`config.mk`:
```
export PLATFORM = sky130hd
export DESIGN_NAME = telem_pkt_flat
export DESIGN_NICKNAME = d
export VERILOG_FILES = /design/src/rtl/telem_pkt_if.sv /design/src/rtl/telem_pkt.sv /design/src/flat_wrapper.sv
export SDC_FILE = /design/constraint.sdc
export NUM_CORES = 1
export LEC_CHECK = 0
export ABC_AREA = 1
export CORE_ASPECT_RATIO = 2
export CORE_UTILIZATION = 45
export CTS_CLUSTER_SIZE = 30
export DETAILED_ROUTE_END_ITERATION = 8
export DONT_BUFFER_PORTS = 1
export MAX_ROUTING_LAYER = met4
export SYNTH_ARGS = -nofsm -noshare
export SYNTH_HDL_FRONTEND = slang
export SYNTH_SLANG_ARGS = --single-unit
```
`constraint.sdc`:
```
create_clock -name clk -period 2.1 [get_ports clk]
set_input_delay 0.105 -clock clk [delete_from_list [all_inputs] [get_ports clk]]
set_output_delay 0.105 -clock clk [all_outputs]
set_load 0.02 [all_outputs]
```
`src/rtl/telem_pkt_if.sv`:
```
// Packet-side bus of telem_pkt: snapshot inputs, UART byte handshake, status.
// master drives the request side; slave is the packetizer.
interface telem_pkt_if;
    logic        snap;
    logic [15:0] lft_spd;
    logic [15:0] rght_spd;
    logic [15:0] ptch;
    logic [11:0] batt;
    logic        tx_done;
    logic        trmt;
    logic [7:0]  tx_data;
    logic        busy;
    logic        pkt_done;

    modport master (
        output snap, lft_spd, rght_spd, ptch, batt, tx_done,
        input  trmt, tx_data, busy, pkt_done
    );

    modport slave (
        input  snap, lft_spd, rght_spd, ptch, batt, tx_done,
        output trmt, tx_data, busy, pkt_done
    );
endinterface

```
`src/rtl/telem_pkt.sv`:
```
// Telemetry packetizer: snapshots wheel speeds, pitch and battery, then feeds a UART one byte at a time.
// Define TELEM_CHKSUM_EN to append a two's-complement checksum byte (11 bytes instead of 10).
module telem_pkt (
    input  logic       clk,
    input  logic       rst,
    telem_pkt_if.slave bus
);
`ifdef TELEM_CHKSUM_EN
    localparam logic [3:0] NBYTES = 4'd11;
`else
    localparam logic [3:0] NBYTES = 4'd10;
`endif

    typedef enum logic [1:0] {IDLE, WAIT, GUARD} state_t;

    typedef struct packed {
        logic [15:0] lft;
        logic [15:0] rght;
        logic [15:0] ptch;
        logic [11:0] batt;
    } snap_t;

    state_t     state, state_nxt;
    snap_t      snp, snp_nxt;
    logic [3:0] byte_idx, idx_nxt;
    logic       trmt, trmt_nxt;
    logic [7:0] tx_data, data_nxt;
    logic       busy, busy_nxt;
    logic       pkt_done, pd_nxt;
    logic [7:0] cur_byte;

`ifdef TELEM_CHKSUM_EN
    logic [7:0] pay_sum;
    logic [7:0] chk;
    assign pay_sum = snp.lft[15:8] + snp.lft[7:0] + snp.rght[15:8] + snp.rght[7:0]
                   + snp.ptch[15:8] + snp.ptch[7:0] + {4'b0000, snp.batt[11:8]} + snp.batt[7:0];
    assign chk = 8'h00 - pay_sum;
`endif

    always_comb begin
        cur_byte = 8'h00;
        case (byte_idx)
            4'd0:  cur_byte = 8'hAA;
            4'd1:  cur_byte = 8'h55;
            4'd2:  cur_byte = snp.lft[15:8];
            4'd3:  cur_byte = snp.lft[7:0];
            4'd4:  cur_byte = snp.rght[15:8];
            4'd5:  cur_byte = snp.rght[7:0];
            4'd6:  cur_byte = snp.ptch[15:8];
            4'd7:  cur_byte = snp.ptch[7:0];
            4'd8:  cur_byte = {4'b0000, snp.batt[11:8]};
            4'd9:  cur_byte = snp.batt[7:0];
`ifdef TELEM_CHKSUM_EN
            4'd10: cur_byte = chk;
`endif
            default: cur_byte = 8'h00;
        endcase
    end

    always_comb begin
        state_nxt = state;
        snp_nxt   = snp;
        idx_nxt   = byte_idx;
        trmt_nxt  = 1'b0;
        data_nxt  = tx_data;
        busy_nxt  = busy;
        pd_nxt    = 1'b0;
        case (state)
            IDLE: begin
                // The pkt_done cycle is already IDLE; a snap there must not start a new packet.
                if (bus.snap && !pkt_done) begin
                    snp_nxt   = '{lft: bus.lft_spd, rght: bus.rght_spd,
                                  ptch: bus.ptch, batt: bus.batt};
                    idx_nxt   = 4'd0;
                    busy_nxt  = 1'b1;
                    state_nxt = WAIT;
                end
            end
            WAIT: begin
                if (bus.tx_done) begin
                    if (byte_idx < NBYTES) begin
                        trmt_nxt  = 1'b1;
                        data_nxt  = cur_byte;
                        idx_nxt   = byte_idx + 4'd1;
                        state_nxt = GUARD;
                    end else begin
                        pd_nxt    = 1'b1;
                        busy_nxt  = 1'b0;
                        state_nxt = IDLE;
                    end
                end
            end
            // UART drops tx_done one cycle after trmt, so skip that stale sample.
            GUARD:   state_nxt = WAIT;
            default: state_nxt = IDLE;
        endcase
    end

    always_ff @(posedge clk) begin
        if (rst) begin
            state    <= IDLE;
            snp      <= '0;
            byte_idx <= 4'd0;
            trmt     <= 1'b0;
            tx_data  <= 8'h00;
            busy     <= 1'b0;
            pkt_done <= 1'b0;
        end else begin
            state    <= state_nxt;
            snp      <= snp_nxt;
            byte_idx <= idx_nxt;
            trmt     <= trmt_nxt;
            tx_data  <= data_nxt;
            busy     <= busy_nxt;
            pkt_done <= pd_nxt;
        end
    end

    assign bus.trmt     = trmt;
    assign bus.tx_data  = tx_data;
    assign bus.busy     = busy;
    assign bus.pkt_done = pkt_done;
endmodule

```
`src/flat_wrapper.sv`:
```
// flat-port wrapper written by rule: the top's interface ports become plain ports
module telem_pkt_flat 
  (clk, rst, bus_snap, bus_lft_spd, bus_rght_spd, bus_ptch, bus_batt, bus_tx_done, bus_trmt, bus_tx_data, bus_busy, bus_pkt_done);
  telem_pkt_if bus_i ();
  input  logic clk;
  input  logic rst;
  input wire logic [$bits(bus_i.snap)-1:0] bus_snap;
  input wire logic [$bits(bus_i.lft_spd)-1:0] bus_lft_spd;
  input wire logic [$bits(bus_i.rght_spd)-1:0] bus_rght_spd;
  input wire logic [$bits(bus_i.ptch)-1:0] bus_ptch;
  input wire logic [$bits(bus_i.batt)-1:0] bus_batt;
  input wire logic [$bits(bus_i.tx_done)-1:0] bus_tx_done;
  output wire logic [$bits(bus_i.trmt)-1:0] bus_trmt;
  output wire logic [$bits(bus_i.tx_data)-1:0] bus_tx_data;
  output wire logic [$bits(bus_i.busy)-1:0] bus_busy;
  output wire logic [$bits(bus_i.pkt_done)-1:0] bus_pkt_done;
  assign bus_i.snap = bus_snap;
  assign bus_i.lft_spd = bus_lft_spd;
  assign bus_i.rght_spd = bus_rght_spd;
  assign bus_i.ptch = bus_ptch;
  assign bus_i.batt = bus_batt;
  assign bus_i.tx_done = bus_tx_done;
  assign bus_trmt = bus_i.trmt;
  assign bus_tx_data = bus_i.tx_data;
  assign bus_busy = bus_i.busy;
  assign bus_pkt_done = bus_i.pkt_done;
  telem_pkt u_core (.clk(clk), .rst(rst), .bus(bus_i));
endmodule
```
* Yosys cells after proc, flatten, opt, wreduce, memory -nomap -nowiden
Index checks and enable logic that the tools add are counted.
** Storage, ports and cells
- Word-level logic and storage cells :: 55
- Flip-flop bits (word level) :: 77
- Memories :: 0
- Bits in writable memories :: 0
- Output and inout port bits :: 11
- Bits of input ports :: 64
- ROM bits :: 0
- Latch bits :: 0
** Cells by class
- Multipliers :: 0
- Div/mod/pow operators :: 0
- Shift operators :: 0
- $lt $le $gt $ge :: 1
- Bitwise operators :: 2
- Reductions and logical operators :: 11
- $add $sub $neg :: 1
- Equality and inequality tests :: 15
- Multiplexer cells :: 15
** Operator list (count)
- 8-bit case mux with 10 select lines :: 1
- 4-bit by 3-bit equality test with 1-bit output (second input constant) :: 4
- 4-bit two-way mux :: 3
- 4-bit by 2-bit equality test with 1-bit output (second input constant) :: 2
- 4-bit equality test (second input constant) :: 2
- 4-bit case mux with 2 select lines :: 1
- 4-bit AND reduction :: 2
- 2-bit two-way mux :: 3
- 2-bit case mux with 3 select lines :: 1
- 1-bit two-way mux :: 5
- 4-bit by 1-bit adder with 4-bit output (second input constant) :: 1
- 4-bit by 1-bit equality test with 1-bit output (second input constant) :: 1
- 4-bit zero test :: 1
- 4-bit < comparator (second input constant) :: 1
- 2-bit by 1-bit != test with 1-bit output (second input constant) :: 2
- 2-bit != test (second input constant) :: 2
- 2-bit AND reduction :: 2
- 3-bit AND reduction :: 1
- 3-bit OR reduction :: 1
- 2-bit by 1-bit equality test with 1-bit output (second input constant) :: 1
- 2-bit equality test (second input constant) :: 1
- 2-bit zero test :: 1
- 1-bit inverter :: 2
- 1-bit case mux with 2 select lines :: 1
- other kinds (3) :: 3

* Logic depth before layout (Yosys ltp)
- Depth in word-level cells :: 4
- Gate-level depth with buffers :: 11
- Mapped depth without buffers :: 10

* Least setup slack after synthesis
OpenSTA, ideal clock, no wires.
- Kind :: reg-to-reg
- Start point :: reg u_core.byte_idx[1]
- End point :: reg u_core.tx_data[4], in the netlist u_core.bus.tx_data[4]
- Clock period less this slack :: 1.434 ns
- Required time :: 1.962 ns
- Stages on the path, launching flop included :: 12
- Slack :: 0.666 ns
- Setup time :: 0.138 ns
- Arrival time :: 1.296 ns
- Cell sequence :: dfxtp_1 -> inv_1 -> ha_1 -> buf_2 -> nand3_1 -> inv_1 -> nand2_1 -> nand2_1 -> nor2_1 -> nand2_1 -> nand2_1 -> a21oi_2
** Between the ends
- Cells in the longest elaborated chain, start to end :: 2
- Elaborated cells between the ends (all ways) :: 13
** Ends and longest elaborated chain
- start, declared :: RTL line telem_pkt.sv:25 : logic [3:0] byte_idx, idx_nxt;
- start signal, assigned :: RTL line telem_pkt.sv:111 : byte_idx <= idx_nxt;
- 4-bit < comparator (tied with other cells) :: RTL line telem_pkt.sv:81 : if (byte_idx < NBYTES) begin
- 3-bit AND reduction (no line) / 8-bit case mux with 10 select lines (equally long branches)
- end signal, assigned :: RTL line telem_pkt.sv:113 : tx_data <= data_nxt;
- end, declared :: RTL line telem_pkt.sv:27 : logic [7:0] tx_data, data_nxt;
Parallel ways exist; a longest one is shown, timed or not.
A chain may end at the register's enable or synchronous reset.

* Worst setup path after layout
- Start point :: reg u_core.byte_idx[1]
- End point :: reg u_core.tx_data[7], in the netlist u_core.bus.tx_data[7]
Same word-level chain as after synthesis.

==> out/results.ini <==
[layout]
multiInputGateArea_sq_um = 1740
drive_above_1_share_pct = 11.5
layout_common_cells = 130 x nor2_1, 78 x nand2_1, 77 x dfxtp_1
area_growth_pct = 26.9
fill_cells = 745
fin_nets = 610
seqCellArea_sq_um = 1540
fin_util_pct = 59.1
final_common_cell = nor2_1
n_antenna_cell = 0

[yosys]
synth_seq_cells = 77
synth.distinct_cells = 30
ys_warn_count = 0
synth_area_sq_um = 3570
synth.area.top_cells = dfxtp_1 43%, nor2_1 14%, o21ai_0 8.7%
ys_seq_area_share_pct = 43.2
synth.avg_cell_area_sq_um = 7.28
syn_nets = 558
synth_top_area_share_pct = 43.2
synth_top_cell_by_area = dfxtp_1
netlist_instances = 490

[timing]
setup_viol = 0
worst_pin_slew_ns = 0.655
tns_ns = 0
relSlewSlack_pct = 56.2
fin_crit_sh_pct = 81.9
fin_ws_ns = 0.381
fmax_mhz = 582
finalCriticalPeriod_ns = 1.72
drv_slew = 0
hold_viol = 0
rsz0062_at_grt = false
fin_skew_ns = 0.00307

[global_route]
grt_max_degree = 52
antenna_found_initial = 0
grt_pass1_vias = 3064
gr-total-overflow = 0
grt_pass1_wl_um = 14800
grt_usage_pct = 25.0

[drt]
drt_iter0_markers = 134
antenna_left = 0
routed_wl_um = 9340
routed-via-count = 3253
route.detailed.drc = 0
first_pass_iters = 4
post_drt_via_cell_ratio = 5.07
wl_per_cell_um = 14.6

[clock_tree]
cts_buffer_depth = 2
root_buffer = clkbuf_16
cts.sinks = 77
worstSkewPairLatency_ns = 0.33
numCtsBuffers = 9
cts_resized = 0
clk_pin_slew_ns = 0.05
cts_tree = built
cts_max_level = 3

[hold_path]
hold_class = input pin to register
hp-start = rst

[placement]
io_buffer_count = 0
dp_hpwl_um = 6780
dp_slack_ns = 0.408
gp_congestion = 0.954

[pwr]
powerDensity_nw_per_um2 = 818
worst_ir_drop_vdd_mv = 0.627
leakage_nw = 1.87

[floorplan]
start_util_pct = 46.6
dieArea_sq_um = 8310
die_y_um = 128
core_area_sq_um = 7660
io_pins = 75
rows = 45
die_w_um = 64.9

[setup_path]
rr_startpoint = u_core.byte_idx[1]
arrival_ns = 1.98
crit_fanout = 10
cp-startpoint = u_core.byte_idx[1]
end_kind = register
startpoint_type = register
required_ns = 2.36
crit_type = register to register

[run]
maxCapViolCount = 0

[outcome]
status = finished, final reports clean

-- state kept, by name, indices dropped and copies added, names as in the netlist --
| register | flops |
|---|---|
| u_core.snp | 60 |
| u_core.bus.tx_data | 8 |
| u_core.byte_idx | 4 |
| u_core.state | 2 |
| u_core.bus.busy | 1 |
| u_core.bus.pkt_done | 1 |
| u_core.bus.trmt | 1 |
-- critical path, cell delays in order (launching register included) --
cell     delay, ns
dfxtp_1       0.35
inv_1         0.14
ha_1          0.46
nand3_1       0.17
inv_1         0.15
nand2_1       0.06
nand2_1       0.05
nor2_1        0.04
nand2_1       0.06
nand2_1       0.06
a21oi_2       0.11
-- kinds of logic (layout without fill, tap and decap cells) --
group | after synthesis | in the layout | share of synthesized area, %
compound gates | 91 | 91 | 14.4
fa+ha+maj | 4 | 4 | 1.40
buf+inv | 57 | 114 | 7.86
flops | 77 | 77 | 43.2
simple gates | 261 | 261 | 33.1
-- stage by stage --
step | hold WS (ns) | area (sq um) | instances | power, mW
2_1_floorplan | 0.167 | 3570 | 490 | 1.94
3_3_place_gp | 0.170 | 3600 | 563 | 2.03
3_5_place_dp | 0.170 | 3600 | 563 | 2.04
4_1_cts | 0.0986 | 4530 | 641 | 3.73
5_1_grt | 0.155 | 4530 | 641 | 3.85
6_report | 0.0992 | 4530 | 641 | 3.70
-- report_power, final --
group | switching [mW] | internal (mW) | leakage (nW)
Clock | 0.565 | 1.03 | 0.153
Combinational | 0.236 | 0.197 | 1.08
Sequential | 0.0903 | 1.58 | 0.636
Total | 0.891 | 2.81 | 1.87
-- synth_stat cells --
master    number
ha_1           4
buf_4          2
a21oi_2        8
nand3_1       12
dfxtp_1       77
inv_1         22
inv_4          2
nand2_4        2
a21oi_4        1
o211ai_1       1
o21ai_1        1
nand2_2        4
buf_6          3
nand4_1       19
o21ai_2        4
nor2_8         1
buf_1          1
nand3_2       10
o21ai_0       62
nand2_1       78
buf_12         1
clkbuf_2       1
nor2_1       130
a21oi_1       14
nand3_4        1
nor2_2         2
clkbuf_1      10
nor2_4         2
buf_2         11
inv_2          4
-- area by class of cell --
cell class,count,share of cell area [%]
Inverter,28,2.43
Multi-Input combinational cell,356,38.5
Timing Repair Buffer,70,15.6
Sequential cell,77,34.1
Clock inverter,5,1.66
Tap cell,94,2.60
Clock buffer,11,5.14
-- worst paths after layout --
kind,cells after the start,to,slack [ns]
worst max register to register,10,u_core.bus.tx_data[7],0.38
worst max-delay path,10,u_core.bus.tx_data[7],0.38
worst min-delay path,3,u_core.bus.pkt_done,0.1
worst min register to register,2,u_core.snp[11],0.47
-- what timing repair did --
item                                   CTS  global route
endpoints found under the hold margin   74             0
setup buffers                            0             0
hold buffers                            62             0
-- metal layers --
layer,global-route usage [%],part of all wire (%),up-vias
met2,45.3,56,81
met4,12.7,3.0,0
met5,-,0,-
met1,24.5,37,1465
met3,4.45,3.4,19
li1,-,-,1688
(Power assumes the default switching activity.)
